### src/rtl/tea_cbc_sequencer.sv
// TEA CBC sequencer: feeds ciphertext blocks to a TEA decipher core,
// un-chains the result with the previous ciphertext and returns plaintext.
//
// Ports:
//   clk, rst                  clock (rising edge), async active-low reset
//   iIV, iIVLoad              initialisation vector and its load strobe (IDLE only)
//   iInValid/oInReady/iInData ciphertext input handshake, {V0,V1} = {[63:32],[31:0]}
//   oOutValid/iOutReady/oOutData plaintext output handshake
//   oErr                      sticky timeout flag
//   oCoreRst, oCoreV0/V1      start pulse and operands to the decipher core
//   iCoreC0/C1, iCoreDone     result and done level from the decipher core
module tea_cbc_sequencer #(
    parameter int WORD_SIZE = 32,
    parameter int TIMEOUT   = 64,
    parameter bit CBC_EN    = 1'b1
) (
    input  logic                   clk,
    input  logic                   rst,
    input  logic [2*WORD_SIZE-1:0] iIV,
    input  logic                   iIVLoad,
    input  logic                   iInValid,
    output logic                   oInReady,
    input  logic [2*WORD_SIZE-1:0] iInData,
    output logic                   oOutValid,
    input  logic                   iOutReady,
    output logic [2*WORD_SIZE-1:0] oOutData,
    output logic                   oErr,
    output logic                   oCoreRst,
    output logic [WORD_SIZE-1:0]   oCoreV0,
    output logic [WORD_SIZE-1:0]   oCoreV1,
    input  logic [WORD_SIZE-1:0]   iCoreC0,
    input  logic [WORD_SIZE-1:0]   iCoreC1,
    input  logic                   iCoreDone
);

    localparam int BW = 2 * WORD_SIZE;
    localparam int CW = (TIMEOUT > 2) ? $clog2(TIMEOUT) : 1;
    localparam logic [CW-1:0] CNT_LAST = CW'(TIMEOUT - 1);

    typedef enum logic [1:0] {
        S_IDLE,
        S_START,
        S_WAIT,
        S_OUT
    } state_t;

    state_t state, state_nxt;

    logic [BW-1:0] chain_q;
    logic [BW-1:0] cur_q;
    logic [CW-1:0] cnt_q;
    logic          out_valid_q;
    logic [BW-1:0] out_data_q;
    logic          err_q;
    logic          core_rst_q;
    logic [BW-1:0] core_v_q;

    logic          accept;
    logic          done_ok;
    logic          tmo;
    logic [BW-1:0] chain_mask;

    // A done seen in the first WAIT cycle may still belong to the
    // previous block, so it only counts once cnt has moved off zero.
    always_comb begin
        oInReady   = rst & (state == S_IDLE) & ~iIVLoad;
        accept     = oInReady & iInValid;
        done_ok    = iCoreDone & (cnt_q != '0);
        tmo        = (cnt_q == CNT_LAST);
        chain_mask = CBC_EN ? chain_q : '0;
    end

    always_ff @(posedge clk or negedge rst) begin
        if (!rst) begin
            state <= S_IDLE;
        end else begin
            state <= state_nxt;
        end
    end

    always_comb begin
        state_nxt = state;
        unique case (state)
            S_IDLE:  if (accept) state_nxt = S_START;
            S_START: state_nxt = S_WAIT;
            S_WAIT: begin
                if (done_ok) begin
                    state_nxt = S_OUT;
                end else if (tmo) begin
                    state_nxt = S_IDLE;
                end
            end
            S_OUT:   if (iOutReady) state_nxt = S_IDLE;
            default: state_nxt = S_IDLE;
        endcase
    end

    always_ff @(posedge clk or negedge rst) begin
        if (!rst) begin
            chain_q     <= '0;
            cur_q       <= '0;
            cnt_q       <= '0;
            out_valid_q <= 1'b0;
            out_data_q  <= '0;
            err_q       <= 1'b0;
            core_rst_q  <= 1'b0;
            core_v_q    <= '0;
        end else begin
            // High for exactly the cycle spent in START.
            core_rst_q <= (state_nxt == S_START);
            unique case (state)
                S_IDLE: begin
                    if (iIVLoad) begin
                        chain_q <= iIV;
                    end else if (accept) begin
                        core_v_q <= iInData;
                        cur_q    <= iInData;
                    end
                end
                S_START: begin
                    cnt_q <= '0;
                end
                S_WAIT: begin
                    cnt_q <= cnt_q + CW'(1);
                    if (done_ok) begin
                        out_data_q  <= {iCoreC0, iCoreC1} ^ chain_mask;
                        chain_q     <= cur_q;
                        out_valid_q <= 1'b1;
                    end else if (tmo) begin
                        err_q <= 1'b1;
                    end
                end
                S_OUT: begin
                    if (iOutReady) out_valid_q <= 1'b0;
                end
                default: ;
            endcase
        end
    end

    assign oOutValid = out_valid_q;
    assign oOutData  = out_data_q;
    assign oErr      = err_q;
    assign oCoreRst  = core_rst_q;
    assign oCoreV0   = core_v_q[BW-1:WORD_SIZE];
    assign oCoreV1   = core_v_q[WORD_SIZE-1:0];

endmodule
### config.mk
export PLATFORM = sky130hd
export DESIGN_NAME = tea_cbc_sequencer
export DESIGN_NICKNAME = d
export VERILOG_FILES = /design/src/rtl/tea_cbc_sequencer.sv
export SDC_FILE = /design/constraint.sdc
export NUM_CORES = 1
export LEC_CHECK = 0
export BUFFER_PORTS_ARGS = -buffer_cell sky130_fd_sc_hd__buf_4
export CAP_MARGIN = 10
export CORE_UTILIZATION = 45
export CTS_CLUSTER_DIAMETER = 120
export DETAILED_ROUTE_END_ITERATION = 10
export PLACE_DENSITY = 0.74
export SYNTH_ARGS = -nofsm -noshare
export SYNTH_HDL_FRONTEND = slang
export SYNTH_SLANG_ARGS = --single-unit
### constraint.sdc
create_clock -name clk -period 6.7 [get_ports clk]
set_input_delay 0.335 -clock clk [delete_from_list [all_inputs] [get_ports clk]]
set_output_delay 0.335 -clock clk [all_outputs]
set_load 0.05 [all_outputs]
==> run metrics <==
Yosys warning count=0; Power, Total=0.00733 W; antenna violations before repair=0; worst clock skew=0.0172 ns; Die Ht=143 µm; number of post-CTS setup repair buffers=0; Power Density=594 mW/mm²; largest driver fanout on the critical path=72; Worst Path Class, Setup=reg -> reg; final setup margin=3.32 ns; Detail Route Antenna Nets=0; Post-route DRC=0; Fin. Hold Viols=0; Worst R2R Path Depth=6; DR pass1 iterations=6; Period minus WS final=3.38 ns; maximum vdd drop=0.000366 V; Layout area overhead=37.2%; final setup vio count=0; Root Buffer=clkbuf_16; # fillers=1,642; dominant synthesized flop cell=dfrtp_1; core box area=0.0195 mm²; vias=6,856; CTS tree=yes; TritonCTS buffer count=22; fmax=295 MHz; CP required=7.07 ns; CTS sink count=203; leak pwr=5.97 nW; antenna diode count=0; DP Area=0.0117 mm²; vias in the first global route=6,826; die width=143 µm; setup repair after global routing missed its margin=false; most common cell after layout, fill and taps aside=buf_4; H-Tree Depth=1; Post-Place Setup Slack=3.25 ns; Design Area, Final=0.0123 mm²; Final GP Congestion=0.785; final worst-path cycle share=0.505; max_slew headroom=0.267; number of synthesized flops with an enable pin=0; most frequent cells in the layout=335 x buf_4, 203 x dfrtp_1, 195 x nand2_1, 105 x mux2_2, 69 x nor2_1; layout cells sized above 1=0.416; slew at the pin closest to its max-slew limit=1.10 ns; critical path capture point type=register; num ports=330; average wire per standard cell=16.1 µm; Slew Limit Fails=0; WHS Path Cells=3; nets=1,340; Min-Delay Path Class=in -> reg; Syn Std Cell Area=0.00899 mm²; Max-Cap Viols=0; net count after synthesis=1,023; Initial Util=0.461; register area share after synthesis=0.565; total congestion overflow=0; DRT iter0 DRCs=207; Yosys cell types=34; Vias/cell=4.85; setup TNS=0 ns; CP Launch Type=register; Total GRT Usage=0.220; status=completed; largest net degree at the start of global routing=77; CTS max path bufs=3; CTS clk-pin slew, worst paths=0.06 ns; clk_lat worst skew=0.50 ns; post-synthesis cell count=819; syn avg cell area=11.0 µm²; WP data arrival=3.76 ns; Total Wirelength=22.7 mm; post_cts resized=0; DP HPWL=15.7 mm; first-pass GRT wire length=35.4 mm; FP Rows=51; #FFs+latches synth=203; DIE AREA=0.0206 mm²; Async SR Flop Fraction=1.00; port bufs=329
-- flip-flops by register name (all words and copies together) (netlist names) --
name,flops
chain_mask,64
oCoreRst,1
cnt_q,6
oErr,1
state,2
core_v_q,64
oOutValid,1
oOutData,64
-- layout make-up --
| type | count | area [µm²] | area share |
|---|---|---|---|
| Clock inverter | 5 | 50.0 | 0.00406 |
| Timing Repair Buffer | 337 | 2540 | 0.206 |
| Inverter | 7 | 26.3 | 0.00213 |
| Clock buffer | 31 | 616 | 0.0499 |
| Sequential cell | 203 | 5080 | 0.412 |
| Multi-Input combinational cell | 565 | 3690 | 0.299 |
| Tap cell | 265 | 332 | 0.0269 |
-- routing by layer --
metal  up-vias  part of all wire  GRT usage
met3        30             0.075     0.0556
met4         0             0.019     0.0526
met1      3273              0.42      0.276
met5         -                 0          0
met2       235              0.49      0.379
li1       3318                 -          -
-- Yosys cell counts, types with 2 or more instances --
cell type,number,share of area
a21oi_1,67,0.037
a31oi_1,2,0.0014
and3_1,2,0.0014
buf_1,4,0.0017
buf_2,11,0.0061
buf_6,6,0.0075
clkbuf_1,23,0.0096
dfrtp_1,203,0.56
ha_1,6,0.0083
inv_1,7,0.0029
mux2_1,23,0.029
mux2_2,105,0.13
nand2_1,195,0.081
nand3_1,6,0.0033
nor2_1,69,0.029
nor2b_1,3,0.0021
o21ai_0,6,0.0033
or3_1,2,0.0014
xnor2_1,64,0.062
-- per-stage QoR --
| stage | utilization | cells | hold WS [ns] |
|---|---|---|---|
| 2_1_floorplan | - | 819 | 0.0394 |
| 3_3_place_gp | 0.597 | 1376 | 0.395 |
| 3_5_place_dp | 0.597 | 1376 | 0.395 |
| 4_1_cts | 0.632 | 1413 | 0.00487 |
| 5_1_grt | 0.632 | 1413 | 0.0122 |
| 6_report | 0.632 | 1413 | 0.0183 |
-- cell families (layout without fill, tap and decap cells) --
kind of cell | after synthesis | after routing | synth area share
simple gates | 281 | 281 | 0.121
flops | 203 | 203 | 0.565
mux | 129 | 129 | 0.161
compound gates | 84 | 84 | 0.0530
xor+xnor | 65 | 65 | 0.0633
buf+inv | 51 | 380 | 0.0278
fa+ha+maj | 6 | 6 | 0.00835
-- power by group --
group / switching [W] / internal, W / total (W)
combinational: 0.00243 / 0.00149 / 0.00392
clock: 0.000471 / 0.000674 / 0.00114
sequential: 0.000418 / 0.00185 / 0.00227
total: 0.00332 / 0.00401 / 0.00733
-- critical path: stages, from the launching register on --
cell and delay [ns]:
dfrtp_1 0.39, inv_1 0.14, ha_4 0.19, buf_4 0.40, a211oi_4 1.03, buf_4 0.65, mux2_2 0.41
-- worst paths after layout --
kind	start	to	slack, ns
max	state[0]$_DFF_PN0_	chain_mask[35]$_DFFE_PN0P_	3.32
min	iInData[2]	core_v_q[2]$_DFFE_PN0P_	0.02
max reg2reg	state[0]$_DFF_PN0_	chain_mask[35]$_DFFE_PN0P_	3.32
min reg2reg	oErr$_DFFE_PN0P_	oErr$_DFFE_PN0P_	0.49
max in group asynchronous	rst	chain_mask[62]$_DFFE_PN0P_	4.84
min in group asynchronous	rst	core_v_q[40]$_DFFE_PN0P_	0.43
-- what timing repair did --
item,in CTS,in global routing
hold buffers,1,0
endpoints found under the setup margin,0,0
endpoints found under the hold margin,70,0
No activity file was read; power rests on OpenSTA's default activity.
